### src/rtl/ps2_cmd_sequencer_if.sv
// ----------------------------------------------------------------------------
// ps2_cmd_sequencer_if
// Groups the user command port and the PS/2 transmitter/receiver signals of
// the command sequencer.
//
// Handshake semantics:
//   usr_req is a level request that the user holds, with usr_cmd stable, until
//   a one-cycle usr_gnt pulse is seen. usr_cmd is captured on the clock edge
//   that raises usr_gnt. The request then ends with exactly one usr_done
//   (ACKed) or one usr_err (retries exhausted) pulse. tx_send is a toggle
//   line, so each level change asks for one frame. A rising edge on tx_ok
//   means that frame has left the transmitter. rx_valid qualifies rx_byte for
//   exactly one cycle.
//
// Modports:
//   master - the sequencer side (drives grant/status pulses, frame, send)
//   slave  - the environment side (user logic, transmitter, receiver)
// ----------------------------------------------------------------------------
interface ps2_cmd_sequencer_if;
    logic        usr_req;
    logic [7:0]  usr_cmd;
    logic        usr_gnt;
    logic        usr_done;
    logic        usr_err;
    logic [10:0] tx_frame;
    logic        tx_send;
    logic        tx_ok;
    logic        rx_valid;
    logic [7:0]  rx_byte;

    modport master (
        input  usr_req, usr_cmd, tx_ok, rx_valid, rx_byte,
        output usr_gnt, usr_done, usr_err, tx_frame, tx_send
    );

    modport slave (
        output usr_req, usr_cmd, tx_ok, rx_valid, rx_byte,
        input  usr_gnt, usr_done, usr_err, tx_frame, tx_send
    );
endinterface

### src/rtl/ps2_cmd_sequencer.sv
// ----------------------------------------------------------------------------
// ps2_cmd_sequencer
// Schedules host-to-device commands for a shared PS/2 transmitter. Arbitrates
// between the built-in mouse init sequence (0xFF, 0xEA, 0xF4) and a user
// command port, builds the 11-bit frame, toggles the transmitter's send line,
// checks the device reply and retries or fails.
//
// Ports:
//   qzt_clk    - system clock (25 MHz)
//   rst_n      - asynchronous active-low reset
//   init_start - rising edge requests the init sequence
//   bus        - user port + transmitter/receiver signals (master modport)
//   busy       - high whenever the FSM is not in IDLE
//   init_done  - init sequence completed (cleared when a new init starts)
//   init_fail  - init sequence aborted  (cleared when a new init starts)
//   dbg_state  - current FSM state encoding
// ----------------------------------------------------------------------------
module ps2_cmd_sequencer #(
    parameter int unsigned TIMEOUT_CYCLES     = 500_000,
    parameter int unsigned BAT_TIMEOUT_CYCLES = 25_000_000,
    parameter int unsigned GAP_CYCLES         = 25_000,
    parameter int unsigned MAX_RETRY          = 3
) (
    input  logic                       qzt_clk,
    input  logic                       rst_n,
    input  logic                       init_start,
    ps2_cmd_sequencer_if.master        bus,
    output logic                       busy,
    output logic                       init_done,
    output logic                       init_fail,
    output logic [3:0]                 dbg_state
);

    typedef enum logic [3:0] {
        S_IDLE     = 4'd0,
        S_LOAD     = 4'd1,
        S_SEND     = 4'd2,
        S_WAIT_TX  = 4'd3,
        S_WAIT_ACK = 4'd4,
        S_WAIT_BAT = 4'd5,
        S_WAIT_ID  = 4'd6,
        S_GAP      = 4'd7,
        S_FAIL     = 4'd8
    } state_t;

    // Timeouts fire on the last cycle of the allowed window.
    localparam logic [24:0] L_TMO_LAST = 25'(TIMEOUT_CYCLES - 1);
    localparam logic [24:0] L_BAT_LAST = 25'(BAT_TIMEOUT_CYCLES - 1);
    localparam logic [24:0] L_GAP_LAST = 25'(GAP_CYCLES - 1);
    localparam logic [1:0]  L_MAX_RETRY = 2'(MAX_RETRY);

    function automatic logic [7:0] f_init_rom(input logic [1:0] idx);
        case (idx)
            2'd0:    return 8'hFF;   // reset, device answers FA, AA, 00
            2'd1:    return 8'hEA;   // set stream mode
            default: return 8'hF4;   // enable data reporting
        endcase
    endfunction

    state_t      r_state;
    state_t      w_next;
    state_t      w_retry_state;

    logic [24:0] r_timer;
    logic [1:0]  r_retry;
    logic [1:0]  r_ptr;
    logic        r_is_init;
    logic [7:0]  r_usr_byte;
    logic [10:0] r_tx_frame;
    logic        r_tx_send;
    logic        r_usr_gnt;
    logic        r_usr_done;
    logic        r_usr_err;
    logic        r_init_done;
    logic        r_init_fail;
    logic        r_init_pend;

    logic        r_edge_primed;
    logic        r_init_new;
    logic        r_init_old;
    logic        r_txok_new;
    logic        r_txok_old;

    logic        w_init_edge;
    logic        w_init_inflight;
    logic        w_txok_edge;
    logic        w_init_req;
    logic        w_can_retry;
    logic        w_tmo_short;
    logic        w_tmo_bat;
    logic        w_tmo_gap;
    logic [7:0]  w_sel_byte;
    logic        w_rx_fa;
    logic        w_rx_nak;

    logic        w_grant;
    logic        w_start_init;
    logic        w_load;
    logic        w_send;
    logic        w_retry_inc;
    logic        w_ptr_inc;
    logic        w_set_done;
    logic        w_set_fail;
    logic        w_usr_done;
    logic        w_usr_err;

    assign w_init_edge = r_init_new & ~r_init_old;
    assign w_txok_edge = r_txok_new & ~r_txok_old;
    // An init_start rise that the edge registers have not captured yet still
    // outranks a user request seen in the same cycle.
    assign w_init_inflight = init_start & ~r_init_new;
    assign w_init_req  = w_init_edge | r_init_pend;
    assign w_can_retry = (r_retry < L_MAX_RETRY);
    assign w_tmo_short = (r_timer == L_TMO_LAST);
    assign w_tmo_bat   = (r_timer == L_BAT_LAST);
    assign w_tmo_gap   = (r_timer == L_GAP_LAST);
    assign w_sel_byte  = r_is_init ? f_init_rom(r_ptr) : r_usr_byte;
    assign w_rx_fa     = bus.rx_valid && (bus.rx_byte == 8'hFA);
    assign w_rx_nak    = bus.rx_valid && ((bus.rx_byte == 8'hFE) || (bus.rx_byte == 8'hFC));

    // ---------------- state register ----------------
    always_ff @(posedge qzt_clk or negedge rst_n) begin
        if (!rst_n) begin
            r_state <= S_IDLE;
        end else begin
            r_state <= w_next;
        end
    end

    // ---------------- next state and control strobes ----------------
    always_comb begin
        w_next        = r_state;
        w_retry_state = w_can_retry ? S_SEND : S_FAIL;
        w_grant       = 1'b0;
        w_start_init  = 1'b0;
        w_load        = 1'b0;
        w_send        = 1'b0;
        w_retry_inc   = 1'b0;
        w_ptr_inc     = 1'b0;
        w_set_done    = 1'b0;
        w_set_fail    = 1'b0;
        w_usr_done    = 1'b0;
        w_usr_err     = 1'b0;

        unique case (r_state)
            S_IDLE: begin
                if (w_init_req) begin
                    w_next       = S_LOAD;
                    w_start_init = 1'b1;
                end else if (bus.usr_req && !w_init_inflight) begin
                    w_next  = S_LOAD;
                    w_grant = 1'b1;
                end
            end
            S_LOAD: begin
                w_next = S_SEND;
                w_load = 1'b1;
            end
            S_SEND: begin
                w_next = S_WAIT_TX;
                w_send = 1'b1;
            end
            S_WAIT_TX: begin
                if (w_txok_edge) begin
                    w_next = S_WAIT_ACK;
                end else if (w_tmo_short) begin
                    w_next      = w_retry_state;
                    w_retry_inc = w_can_retry;
                end
            end
            S_WAIT_ACK: begin
                if (w_rx_fa) begin
                    // Only a reset command is followed by self-test and ID.
                    w_next = (r_tx_frame[8:1] == 8'hFF) ? S_WAIT_BAT : S_GAP;
                end else if (w_rx_nak || w_tmo_short) begin
                    w_next      = w_retry_state;
                    w_retry_inc = w_can_retry;
                end
            end
            S_WAIT_BAT: begin
                if (bus.rx_valid && (bus.rx_byte == 8'hAA)) begin
                    w_next = S_WAIT_ID;
                end else if ((bus.rx_valid && (bus.rx_byte == 8'hFC)) || w_tmo_bat) begin
                    w_next = S_FAIL;
                end
            end
            S_WAIT_ID: begin
                if (bus.rx_valid && (bus.rx_byte == 8'h00)) begin
                    w_next = S_GAP;
                end else if (w_tmo_bat) begin
                    w_next = S_FAIL;
                end
            end
            S_GAP: begin
                if (w_tmo_gap) begin
                    if (!r_is_init) begin
                        w_next     = S_IDLE;
                        w_usr_done = 1'b1;
                    end else if (r_ptr < 2'd2) begin
                        w_next    = S_LOAD;
                        w_ptr_inc = 1'b1;
                    end else begin
                        w_next     = S_IDLE;
                        w_set_done = 1'b1;
                    end
                end
            end
            S_FAIL: begin
                w_next     = S_IDLE;
                w_set_fail = r_is_init;
                w_usr_err  = ~r_is_init;
            end
            default: begin
                w_next = S_IDLE;
            end
        endcase
    end

    // ---------------- datapath ----------------
    always_ff @(posedge qzt_clk or negedge rst_n) begin
        if (!rst_n) begin
            r_timer       <= '0;
            r_retry       <= '0;
            r_ptr         <= '0;
            r_is_init     <= 1'b0;
            r_usr_byte    <= '0;
            r_tx_frame    <= 11'h7FF;
            r_tx_send     <= 1'b0;
            r_usr_gnt     <= 1'b0;
            r_usr_done    <= 1'b0;
            r_usr_err     <= 1'b0;
            r_init_done   <= 1'b0;
            r_init_fail   <= 1'b0;
            r_init_pend   <= 1'b0;
            r_edge_primed <= 1'b0;
            r_init_new    <= 1'b0;
            r_init_old    <= 1'b0;
            r_txok_new    <= 1'b0;
            r_txok_old    <= 1'b0;
        end else begin
            // The first clock after reset loads both stages from the input,
            // so a level that was already high is not taken as an edge.
            r_edge_primed <= 1'b1;
            r_init_new    <= init_start;
            r_init_old    <= r_edge_primed ? r_init_new : init_start;
            r_txok_new    <= bus.tx_ok;
            r_txok_old    <= r_edge_primed ? r_txok_new : bus.tx_ok;

            // One-deep memory of an init request that could not be served yet.
            r_init_pend <= (r_init_pend | w_init_edge) & ~w_start_init;

            if (w_next != r_state) begin
                r_timer <= '0;
            end else if (r_timer != '1) begin
                r_timer <= r_timer + 25'd1;
            end

            r_usr_gnt  <= w_grant;
            r_usr_done <= w_usr_done;
            r_usr_err  <= w_usr_err;

            if (w_start_init) begin
                r_is_init   <= 1'b1;
                r_ptr       <= 2'd0;
                r_init_done <= 1'b0;
                r_init_fail <= 1'b0;
            end else if (w_grant) begin
                r_is_init  <= 1'b0;
                r_usr_byte <= bus.usr_cmd;
            end

            if (w_ptr_inc)  r_ptr       <= r_ptr + 2'd1;
            if (w_set_done) r_init_done <= 1'b1;
            if (w_set_fail) r_init_fail <= 1'b1;

            if (w_load) begin
                r_tx_frame <= {1'b1, ~^w_sel_byte, w_sel_byte, 1'b0};
                r_retry    <= 2'd0;
            end else if (w_retry_inc) begin
                r_retry <= r_retry + 2'd1;
            end

            if (w_send) r_tx_send <= ~r_tx_send;
        end
    end

    assign bus.usr_gnt  = r_usr_gnt;
    assign bus.usr_done = r_usr_done;
    assign bus.usr_err  = r_usr_err;
    assign bus.tx_frame = r_tx_frame;
    assign bus.tx_send  = r_tx_send;
    assign busy         = (r_state != S_IDLE);
    assign init_done    = r_init_done;
    assign init_fail    = r_init_fail;
    assign dbg_state    = r_state;

endmodule

### src/flat_wrapper.sv
// flat-port wrapper written by rule: the top's interface ports become plain ports
module ps2_cmd_sequencer_flat 
#(
    parameter int unsigned TIMEOUT_CYCLES     = 500_000,
    parameter int unsigned BAT_TIMEOUT_CYCLES = 25_000_000,
    parameter int unsigned GAP_CYCLES         = 25_000,
    parameter int unsigned MAX_RETRY          = 3
)
  (qzt_clk, rst_n, init_start, busy, init_done, init_fail, dbg_state, bus_usr_req, bus_usr_cmd, bus_tx_ok, bus_rx_valid, bus_rx_byte, bus_usr_gnt, bus_usr_done, bus_usr_err, bus_tx_frame, bus_tx_send);
  ps2_cmd_sequencer_if bus_i ();
  input  logic qzt_clk;
  input  logic rst_n;
  input  logic init_start;
  output logic busy;
  output logic init_done;
  output logic init_fail;
  output logic [3:0] dbg_state;
  input wire logic [$bits(bus_i.usr_req)-1:0] bus_usr_req;
  input wire logic [$bits(bus_i.usr_cmd)-1:0] bus_usr_cmd;
  input wire logic [$bits(bus_i.tx_ok)-1:0] bus_tx_ok;
  input wire logic [$bits(bus_i.rx_valid)-1:0] bus_rx_valid;
  input wire logic [$bits(bus_i.rx_byte)-1:0] bus_rx_byte;
  output wire logic [$bits(bus_i.usr_gnt)-1:0] bus_usr_gnt;
  output wire logic [$bits(bus_i.usr_done)-1:0] bus_usr_done;
  output wire logic [$bits(bus_i.usr_err)-1:0] bus_usr_err;
  output wire logic [$bits(bus_i.tx_frame)-1:0] bus_tx_frame;
  output wire logic [$bits(bus_i.tx_send)-1:0] bus_tx_send;
  assign bus_i.usr_req = bus_usr_req;
  assign bus_i.usr_cmd = bus_usr_cmd;
  assign bus_i.tx_ok = bus_tx_ok;
  assign bus_i.rx_valid = bus_rx_valid;
  assign bus_i.rx_byte = bus_rx_byte;
  assign bus_usr_gnt = bus_i.usr_gnt;
  assign bus_usr_done = bus_i.usr_done;
  assign bus_usr_err = bus_i.usr_err;
  assign bus_tx_frame = bus_i.tx_frame;
  assign bus_tx_send = bus_i.tx_send;
  ps2_cmd_sequencer #(.TIMEOUT_CYCLES(TIMEOUT_CYCLES), .BAT_TIMEOUT_CYCLES(BAT_TIMEOUT_CYCLES), .GAP_CYCLES(GAP_CYCLES), .MAX_RETRY(MAX_RETRY)) u_core (.qzt_clk(qzt_clk), .rst_n(rst_n), .init_start(init_start), .bus(bus_i), .busy(busy), .init_done(init_done), .init_fail(init_fail), .dbg_state(dbg_state));
endmodule
### config.mk
export PLATFORM = sky130hd
export DESIGN_NAME = ps2_cmd_sequencer_flat
export DESIGN_NICKNAME = d
export VERILOG_FILES = /design/src/rtl/ps2_cmd_sequencer_if.sv /design/src/rtl/ps2_cmd_sequencer.sv /design/src/flat_wrapper.sv
export SDC_FILE = /design/constraint.sdc
export NUM_CORES = 1
export LEC_CHECK = 0
export BUFFER_PORTS_ARGS = -buffer_cell sky130_fd_sc_hd__buf_2
export CAP_MARGIN = 20
export CORE_MARGIN = 5
export CORE_UTILIZATION = 30
export DETAILED_ROUTE_END_ITERATION = 10
export PLACE_DENSITY = 0.46
export SKIP_CTS_REPAIR_TIMING = 1
export SLEW_MARGIN = 20
export SYNTH_ARGS = -nofsm -noshare
export SYNTH_HDL_FRONTEND = slang
export SYNTH_SLANG_ARGS = --single-unit
### constraint.sdc
create_clock -name qzt_clk -period 2.9 [get_ports qzt_clk]
set_clock_uncertainty 0.1 [all_clocks]
set_input_delay 0.435 -clock qzt_clk [delete_from_list [all_inputs] [get_ports qzt_clk]]
set_output_delay 0.435 -clock qzt_clk [all_outputs]
set_load 0.01 [all_outputs]
==> summary.md, run 1 <==
| Metric | Value |
|---|---|
| Tmin final | 2.631 ns |
| TritonCTS sink count | 64 |
| WL/cell | 15.37 microns |
| GRT Residual Overflow | 0 |
| Met1 usage | 17.38% |
| Worst-case clock buffer depth | 2 |
| Synth area leaders | dfrtp_1 38%, dfstp_2 7.3%, xnor2_1 5.1% |
| Full die area | 0.01430 sq mm |
| Ports | 44 |
| Crit Path Category | reg2reg |
| Tot Pwr | 0.003919 W |
| P&R area growth vs syn | 22.43% |
| Reg power frac | 31.4% |
| Final worst path period share | 90.71% |
| Fmax | 380.1 MHz |
| Initial Util | 30.25% |
| Post-Route Utilization | 37.04% |
| Cell row count | 40 |
| Met2 GRT Util | 19.60% |
| Placer congestion estimate | 0.8559 |
| Mean post-synth cell area | 9.819 sq um |
| IO Port Bufs | 42 |
| Final hold vios | 0 |
| Initial antenna violation count | 0 |
| Synth warnings | 0 |
| DP Area | 0.004051 sq mm |
| Net Sw Frac | 34.69% |
| Critical path launch point type | flip-flop |
| Design Area, Final | 0.004412 sq mm |
| Via density | 4.986 |
| Worst hold path class | in2async |
| Nets | 447 |
| Worst slew margin | 55.06% |
| Net Sw Power | 0.001359 W |
| Post-route ant nets | 0 |
| # DRC | 0 |
| Clk slew on worst S/H paths | 0.06 ns |
| Number of synthesized flops with an enable pin | 0 |
| Flip-flop and latch count after synthesis | 64 |
| Crit path capture type | flip-flop |
| WHS | 0.03307 ns |
| Area leader, netlist | dfrtp_1 |
| Status | complete, no violations |
| Most frequent cells in the layout | 54 x dfrtp_1, 42 x buf_2, 40 x nor2_1, 29 x nand2_1 |
| Combinational group share of total power | 35.8% |
| Mapped Area | 0.003603 sq mm |
| Drt total wl | 8.809 mm |
| Synth async-reset ratio | 100.0% |
| CTS tree | done |
| Worst Path Required | 3.01 ns |
| Horiz. Die Dim | 119.6 microns |
| Die span in y | 119.6 microns |
| Post-route setup TNS | 0 ns |
| # diodes | 0 |
| Synthesized instance count | 367 |
| Pwr dens | 888.2 mW/mm^2 |
| GR peak layer | met2 |
| Via count of the first global-routing pass | 2877 |
| Fraction of layout cells with a size suffix above 1 | 30.52% |
| Leakage | 1.836 nW |
| Largest net degree at the start of global routing | 37 |
| Skew-Pair Late Insertion Delay | 0.34 ns |
| Final Slew Violations | 0 |
| H-tree depth | 3 |
| Max FO, Critical Path | 25 |
| Total number of vias | 2857 |
| Top cell type's share of synthesized area | 37.50% |
| Internal power | 0.002559 W |
| CTS Buf Count | 9 |
| VDD IR-drop max | 0.3705 mV |
| Setup violators final | 0 |
| Post-synthesis sequential area ratio | 44.79% |
| Crit path DAT | 2.74 ns |
| Hpwl dp | 6.523 mm |
| Worst slew pin tran | 0.6741 ns |
| Predominant post-synthesis flop cell | dfrtp_1 |
| Synth cell types | 66 |
| Met3 Use GR | 4.100% |
| Max-Cap Viols | 0 |
| Floorplan Core Area | 0.01191 sq mm |
| Initial DRC Count | 135 |
| Clk network pwr share | 32.8% |
| Root buf cell | clkbuf_16 |
| GRT Overall Usage | 12.87% |
| Commonest non-fill, non-tap cell in the layout | dfrtp_1 |
| Drt first pass iters | 5 |
| RSZ-0062 raised after global routing | false |
| First-pass GRT wire length | 14.72 mm |
sequential cells by signal, summed over array words and instances (netlist names):
| signal | cells |
|---|---|
| u_core.r_timer | 25 |
| u_core.bus.tx_frame | 10 |
| u_core.r_usr_byte | 8 |
| u_core.dbg_state | 4 |
| u_core.r_ptr | 2 |
| u_core.r_retry | 2 |
| u_core.bus.tx_send | 1 |
| u_core.bus.usr_done | 1 |
| u_core.bus.usr_err | 1 |
| u_core.bus.usr_gnt | 1 |
| u_core.init_done | 1 |
| u_core.init_fail | 1 |
| u_core.r_edge_primed | 1 |
| u_core.r_init_new | 1 |
| u_core.r_init_old | 1 |
| u_core.r_init_pend | 1 |
| u_core.r_is_init | 1 |
| u_core.r_txok_new | 1 |
| u_core.r_txok_old | 1 |
worst max-delay path, cell delays in order, from the launching register on:
cell	delay, ns
dfrtp_1	0.39
ha_1	0.23
nor4bb_1	0.44
nand4_1	0.20
or2_1	0.34
o211ai_2	0.13
nand3_2	0.13
o2111ai_4	0.24
buf_12	0.23
nor2_1	0.07
cells in the mapped netlist (all sizes together), types with 2 or more instances:
cell type and n:
nand2 29, o21ba 3, xor2 12, nor2 61, clkbuf 4, o2111ai 2
nand3 12, mux2i 5, o211ai 4, a31oi 3, nor2b 4, mux2 10
nand3b 3, and4 4, ha 4, and3b 2, nor4 9, dfrtp 54
a21oi 16, inv 13, o21ai 9, and3 3, a31o 2, or2 3
dfstp 10, nor4bb 3, xnor2 21, nand4bb 3, or3 5, nor3 9
nor3b 2, nand4 13, and4b 3, buf 9
layout make-up:
type                       instances  area (sq um)
fill                            1218          7500
multi-input combinational        278          1878
sequential                        64          1614
timing repair buffer              55         332.8
clock buffer                      10         239.0
tap                              147         183.9
clock inverter                     6         115.1
inverter                          13         48.80
per-layer routing:
metal,up-vias,wire [microns]
li1,1416,-
met3,9,396
met2,53,4026
met4,0,86
met1,1379,4299
met5,-,0
logic make-up (layout without fill, tap and decap cells):
group | count (synthesis) | count (layout) | synth area share [%]
buf+inv | 26 | 84 | 3.541
fa+ha+maj | 4 | 4 | 1.389
compound gates | 50 | 50 | 10.45
xor+xnor | 33 | 33 | 8.021
other cells | 1 | 2 | 0.1041
mux | 15 | 15 | 4.618
simple gates | 174 | 174 | 27.08
flops | 64 | 64 | 44.79
per-stage QoR:
stage / cells / setup WS [ns]
2_1_floorplan: 368 / 0.5466
4_1_cts: 573 / 0.1826
3_5_place_dp: 557 / 0.1996
6_report: 573 / 0.2693
3_3_place_gp: 557 / 0.2265
5_1_grt: 573 / 0.09636
worst paths after layout:
kind | cells past startpoint | slack [ns] | end | from
hold / removal | 1 | 0.03 | u_core.r_init_pend | rst_n
min in group qzt_clk | 1 | 0.12 | u_core.r_txok_new | bus_tx_ok
hold reg to reg | 1 | 0.36 | u_core.bus.tx_send | u_core.bus.tx_send
setup / recovery | 9 | 0.27 | u_core.r_timer[7] | u_core.r_timer[0]
max in group asynchronous | 2 | 1.96 | u_core.bus.tx_frame[0] | rst_n
setup reg to reg | 9 | 0.27 | u_core.r_timer[7] | u_core.r_timer[0]
power by group through the flow:
| stage | Combinational (W) | Clock (W) | Sequential [W] |
|---|---|---|---|
| final | 0.00140 | 0.00129 | 0.00123 |
| after global routing | 0.00155 | 0.00136 | 0.00126 |
| after CTS | 0.00143 | 0.00132 | 0.00124 |
| after detailed placement | 0.00142 | 0 | 0.00125 |
| after global placement | 0.00142 | 0 | 0.00125 |
| after floorplan | 0.000997 | 0 | 0.00127 |
Note: power is estimated with default switching activity, not from simulation.
==> run 2: changes to the inputs <==
==> constraint.sdc (replaced) <==
create_clock -name qzt_clk -period 2.7 [get_ports qzt_clk]
set_clock_uncertainty 0.1 [all_clocks]
set_input_delay 0.405 -clock qzt_clk [delete_from_list [all_inputs] [get_ports qzt_clk]]
set_output_delay 0.405 -clock qzt_clk [all_outputs]
set_load 0.01 [all_outputs]
==> run 2 against run 1 <==
- the run now ends with hold timing left
- routed wire length is 0.44% lower
- sequential power is 7% higher
- largest power group unchanged
- critical path type unchanged
- register-to-register slack worse by 0.11 ns
- die area stayed put
- hold slack worse by 0.035 ns
- sequential cell count stayed put
- total power is 1.6% lower
- via count is 0.11% higher
- global-route usage hardly changed
- clock power is 21% lower
- fmax is 3.5% higher
==> summary.md, run 2 (synthesis gave the netlist of run 1 again) <==
| Metric | Value |
|---|---|
| Skew-Pair Late Insertion Delay | 0.33 ns (about the same) |
| Worst Path Required | 2.82 ns (-0.19 ns) |
| # diodes | 0 (unchanged) |
| Crit path capture type | flip-flop |
| Drt first pass iters | 4 (-1) |
| Max-Cap Viols | 0 (unchanged) |
| Hpwl dp | 6.443 mm (-1.2%) |
| Tmin final | 2.542 ns (-0.08821 ns) |
| Ports | 44 (unchanged) |
| Initial DRC Count | 121 (-10%) |
| Clk slew on worst S/H paths | 0.05 ns (about the same) |
| Failing checks | hold timing |
| Crit Path Category | reg2reg |
| Worst slew pin tran | 0.6647 ns (-0.009435 ns) |
| Via count of the first global-routing pass | 2846 (-1.1%) |
| P&R area growth vs syn | 20.35% |
| R2R Setup Slk | 0.16 ns (-0.11 ns) |
| Design Area, Final | 0.004337 sq mm (-1.7%) |
| Pwr dens | 889.0 mW/mm^2 (about the same) |
| Fraction of layout cells with a size suffix above 1 | 30.52% (unchanged) |
| Slowest CP cell | dfrtp_1 |
| Worst flop-to-flop path endpoint | u_core.r_timer[8] |
| Crit path DAT | 2.66 ns (-0.08 ns) |
| Placer congestion estimate | 0.8600 (+0.48%) |
| Floorplan Core Area | 0.01191 sq mm (unchanged) |
| DP Area | 0.004051 sq mm (unchanged) |
| Worst slew margin | 55.69% (+0.63 points) |
| Reg-to-Reg Start | u_core.r_timer[15] |
| Root buf cell | clkbuf_16 |
| Max FO, Critical Path | 25 (unchanged) |
| Drt total wl | 8.770 mm (-0.44%) |
| Cell row count | 40 (unchanged) |
| R2r worst-path depth | 8 (-1) |
| GRT Residual Overflow | 0 (unchanged) |
| Setup violators final | 0 (unchanged) |
| Initial antenna violation count | 0 (unchanged) |
| Die span in y | 119.6 microns (unchanged) |
| Total number of vias | 2860 (+0.11%) |
| # DRC | 0 (unchanged) |
| Worst-case clock buffer depth | 2 (unchanged) |
| CTS tree | done |
| Largest net degree at the start of global routing | 39 (+5.4%) |
| Post-route setup TNS | 0 ns (unchanged) |
| First-pass GRT wire length | 14.50 mm (-1.5%) |
| Worst hold path class | in2async |
| CTS Buf Count | 9 (unchanged) |
| DP Cell Count | 557 (unchanged) |
| Horiz. Die Dim | 119.6 microns (unchanged) |
| Leakage | 1.798 nW (-2.0%) |
| Commonest non-fill, non-tap cell in the layout | dfrtp_1 |
| Critical path launch point type | flip-flop |
| H-tree depth | 3 (unchanged) |
| Final worst path period share | 94.17% (+3.5 points) |
| Top cell by count, worst path | or3_1 |
| Status | complete, but fails checks |
| Nets | 447 (unchanged) |
| WL/cell | 15.31 microns (-0.44%) |
| Full die area | 0.01430 sq mm (unchanged) |
| Final non-filler cell total | 573 (unchanged) |
| TritonCTS sink count | 64 (unchanged) |
| Most frequent cells in the layout | 54 x dfrtp_1, 42 x buf_2, 40 x nor2_1, 29 x nand2_1 |
| Final Slew Violations | 0 (unchanged) |
| WHS | -0.002078 ns (-0.03515 ns) |
| Final hold vios | 2 (+2) |
| Via density | 4.991 (+0.11%) |
| Initial Util | 30.25% (unchanged) |
| VDD IR-drop max | 0.2686 mV (-27%) |
| Crit. Startpoint | u_core.r_timer[15] |
| Number of fill cells in the layout | 1206 (-0.99%) |
| IO Port Bufs | 42 (unchanged) |
| Post-route ant nets | 0 (unchanged) |
| Worst path cell trace | or3_1, or3_1, or2_1, o211ai_2, nand3_2, o2111ai_4, buf_12, nor2_1 |
| Top reg by flops | u_core.r_timer |
| Max FFs per register | 25 (unchanged) |
| CP max stage delay | 0.43 ns (about the same) |
| GRT Overall Usage | 12.89% (+0.019 points) |
| Fmax | 393.3 MHz (+3.5%) |
## run 2: cell count changes in the layout (fill, tap and decap cells not counted)
cell,previous run,this run
nor4bb_1,3,1
nor4bb_2,0,1
bufinv_16,3,0
clkbuf_8,1,0
clkinv_4,1,0
clkinv_2,0,5
inv_6,1,0
clkbuf_1,0,2
clkinvlp_4,1,0
nor4bb_4,0,1
## run 2: how the worst max path moves through the flow
stage                               endpoint  slack, ns  cells past startpoint
final                      u_core.r_timer[8]       0.16                      8
after global routing       u_core.r_timer[9]    -0.0002                      8
after CTS                  u_core.r_timer[8]       0.09                      8
after detailed placement   u_core.r_timer[8]       0.11                      8
after global placement     u_core.r_timer[5]       0.16                      8
after floorplan           u_core.r_timer[14]       0.35                      8
## run 2: per-layer routing
layer	wire length (microns)	vias up	GRT usage, %
met5	0	-	0
met4	192	0	6.371
met3	366	13	3.534
met2	3938	57	19.42
met1	4272	1382	17.02
li1	-	1408	-
## run 2: stage by stage
| step | setup slack (ns) | util [%] | total power [W] |
|---|---|---|---|
| after floorplan | 0.3466 | - | 0.002433 |
| after global placement | 0.1629 | 34.01 | 0.002859 |
| after detailed placement | 0.1128 | 34.01 | 0.002868 |
| after CTS | 0.09216 | 36.18 | 0.003923 |
| after global routing | -0.0002367 | 36.41 | 0.004134 |
| final | 0.1575 | 36.41 | 0.003855 |
## run 2: critical path: cells and delay by family (launching register included)
kind            cells  cell delay, ns
flops               1            0.43
compound gates      2            0.37
buf+inv             1            0.23
simple gates        5            1.29
## run 2: cell type report
cell class / instances / area, sq um / share of cell area (%)
Clock buffer: 11 / 232.7 / 5.366
Clock inverter: 5 / 25.02 / 0.5770
Inverter: 13 / 48.80 / 1.125
Multi-Input combinational cell: 278 / 1899 / 43.80
Sequential cell: 64 / 1614 / 37.22
Tap cell: 147 / 183.9 / 4.241
Timing Repair Buffer: 55 / 332.8 / 7.675
## run 2: power breakdown
part	internal [W]	total (W)	switching, W	leakage (nW)
combinational	0.000633	0.00151	0.000877	0.841
clock	0.000612	0.00102	0.000413	0.133
sequential	0.00118	0.00132	0.000136	0.824
total	0.00243	0.00386	0.00143	1.80
==> run 3: changes to the inputs <==
--- a/config.mk
+++ b/config.mk
@@ -10,6 +10,7 @@
 export CORE_MARGIN = 5
 export CORE_UTILIZATION = 30
 export DETAILED_ROUTE_END_ITERATION = 10
+export HOLD_SLACK_MARGIN = 0.06
 export PLACE_DENSITY = 0.46
 export SKIP_CTS_REPAIR_TIMING = 1
 export SLEW_MARGIN = 20
==> run 3 against run 2 <==
- the flow now finishes without violations
- critical endpoint unchanged
- sequential cell count is the same
- die area is the same
- combinational power is essentially flat
- hold slack gained 0.092 ns
- setup slack lost 0.011 ns
- first-iteration DRC count grew 5.8%
- clock-buffer cell count is the same
- register-to-register slack is essentially flat
==> summary.md, run 3 (synthesis gave the netlist of run 1 again) <==
| Metric | Value |
|---|---|
| Status | complete, no violations |
| Most frequent cells in the layout | 54 x dfrtp_1, 42 x buf_2, 40 x nor2_1, 29 x nand2_1 |
| Net Sw Frac | 36.98% (about the same) |
| R2R Setup Slk | 0.15 ns (about the same) |
| Drt total wl | 8.805 mm (+0.40%) |
| IO Port Bufs | 42 (unchanged) |
| Reg-to-Reg Start | u_core.dbg_state[0] |
| TritonCTS sink count | 64 (unchanged) |
| DP Cell Count | 557 (unchanged) |
| Ports | 44 (unchanged) |
| First-pass GRT wire length | 14.50 mm (unchanged) |
| Clk slew on worst S/H paths | 0.05 ns (about the same) |
| Max FFs per register | 25 (unchanged) |
| Tmin final | 2.553 ns (+0.01079 ns) |
| Fmax | 391.7 MHz (-0.42%) |
| WL/cell | 15.34 microns (+0.22%) |
| Final worst path period share | 94.56% (+0.40 points) |
| Worst slew margin | 55.72% (about the same) |
| Fraction of layout cells with a size suffix above 1 | 30.44% (-0.071 points) |
| Crit Path Category | reg2reg |
| Crit path DAT | 2.67 ns (about the same) |
| Final non-filler cell total | 574 (+0.17%) |
| Largest net degree at the start of global routing | 39 (unchanged) |
| Worst slew pin tran | 0.6643 ns (-0.0004221 ns) |
| # diodes | 0 (unchanged) |
| GRT Residual Overflow | 0 (unchanged) |
| Initial Util | 30.25% (unchanged) |
| Net Sw Power | 0.001427 W (about the same) |
| Cell row count | 40 (unchanged) |
| Hpwl dp | 6.443 mm (unchanged) |
| Skew-Pair Late Insertion Delay | 0.34 ns (about the same) |
| H-tree depth | 3 (unchanged) |
| Final hold vios | 0 (-2) |
| Initial antenna violation count | 0 (unchanged) |
| Root buf cell | clkbuf_16 |
| Nets | 448 (+0.22%) |
| Leakage | 1.803 nW (+0.23%) |
| Min-Delay Path Depth | 1 |
| CTS tree | done |
| Tot Pwr | 0.003858 W (about the same) |
| Placer congestion estimate | 0.8600 (unchanged) |
| Post-route ant nets | 0 (unchanged) |
| Combinational group share of total power | 39.2% (about the same) |
| Commonest non-fill, non-tap cell in the layout | dfrtp_1 |
| Clk network pwr share | 26.6% (about the same) |
| Worst flop-to-flop path endpoint | u_core.r_timer[8] |
| Horiz. Die Dim | 119.6 microns (unchanged) |
| Reg power frac | 34.2% (about the same) |
| Die span in y | 119.6 microns (unchanged) |
| Total number of vias | 2862 (+0.070%) |
| Pwr dens | 887.5 mW/mm^2 (-0.17%) |
| Drt first pass iters | 4 (unchanged) |
| VDD IR-drop max | 0.2728 mV (+1.6%) |
| Top reg by flops | u_core.r_timer |
| Critical path launch point type | flip-flop |
| Hold Startpoint | bus_tx_ok |
| P&R area growth vs syn | 20.63% |
| CTS Buf Count | 9 (unchanged) |
| Worst-case clock buffer depth | 2 (unchanged) |
| Hold endpoint | u_core.r_txok_new |
| GRT Overall Usage | 12.89% (unchanged) |
| Via density | 4.986 (-0.10%) |
| Initial DRC Count | 128 (+5.8%) |
| Full die area | 0.01430 sq mm (unchanged) |
| Final Slew Violations | 0 (unchanged) |
| Worst Path Required | 2.82 ns (about the same) |
| Floorplan Core Area | 0.01191 sq mm (unchanged) |
| Max-Cap Viols | 0 (unchanged) |
| Worst hold path class | in2reg |
| # DRC | 0 (unchanged) |
| Crit path capture type | flip-flop |
| Post-Route Utilization | 36.49% (+0.084 points) |
| Setup violators final | 0 (unchanged) |
| R2r worst-path depth | 8 (unchanged) |
| Max FO, Critical Path | 25 (unchanged) |
| Internal power | 0.002431 W (about the same) |
| Via count of the first global-routing pass | 2846 (unchanged) |
==> run 3: area by class of cell <==
class                      count  area [sq um]
multi-input combinational    278          1899
fill                        1205          7565
tap                          147         183.9
sequential                    64          1614
clock inverter                 5         25.02
clock buffer                  11         232.7
timing repair buffer          56         342.8
inverter                      13         48.80
==> run 3: routing by layer <==
metal	wire, microns	GRT usage [%]	share of wire (%)
met1	4271	17.02	49
met2	3973	19.42	45
met3	365	3.534	4.1
met4	194	6.371	2.2
met5	0	0	0
==> run 3: worst max-delay path, cell delays in order, from the launching register on <==
cell	delay, ns
dfrtp_1	0.37
or4b_1	0.67
a31oi_1	0.30
o2111ai_1	0.22
a41oi_1	0.28
nor3_2	0.08
o2111ai_4	0.11
buf_12	0.23
nor2_1	0.07
==> run 3: worst max-delay path by stage <==
stage | startpoint | end | slack, ns | cells after the start
2_1_floorplan | u_core.r_timer[15] | u_core.r_timer[14] | 0.35 | 8
3_3_place_gp | u_core.r_timer[15] | u_core.r_timer[5] | 0.16 | 8
3_5_place_dp | u_core.r_timer[15] | u_core.r_timer[8] | 0.11 | 8
4_1_cts | u_core.r_timer[15] | u_core.r_timer[8] | 0.09 | 8
5_1_grt | u_core.r_timer[9] | u_core.r_timer[9] | -0.0002 | 8
6_report | u_core.dbg_state[0] | u_core.r_timer[8] | 0.15 | 8
==> run 3: power by group through the flow <==
| stage | clock, W | combinational, W | sequential [W] |
|---|---|---|---|
| after floorplan | 0 | 0.00107 | 0.00136 |
| after global placement | 0 | 0.00153 | 0.00133 |
| after detailed placement | 0 | 0.00153 | 0.00134 |
| after CTS | 0.00106 | 0.00154 | 0.00132 |
| after global routing | 0.00110 | 0.00168 | 0.00135 |
| final | 0.00102 | 0.00151 | 0.00132 |
==> run 3: per-stage QoR <==
stage                     setup WS, ns  setup TNS [ns]  instance area (sq um)  hold slack [ns]
after floorplan                 0.3466               0                   3607         0.009409
after global placement          0.1629               0                   4051           0.3513
after detailed placement        0.1128               0                   4051           0.3562
after CTS                      0.09216               0                   4309          0.01174
after global routing        -0.0002367      -0.0002367                   4347          0.07777
final                           0.1468               0                   4347          0.08992
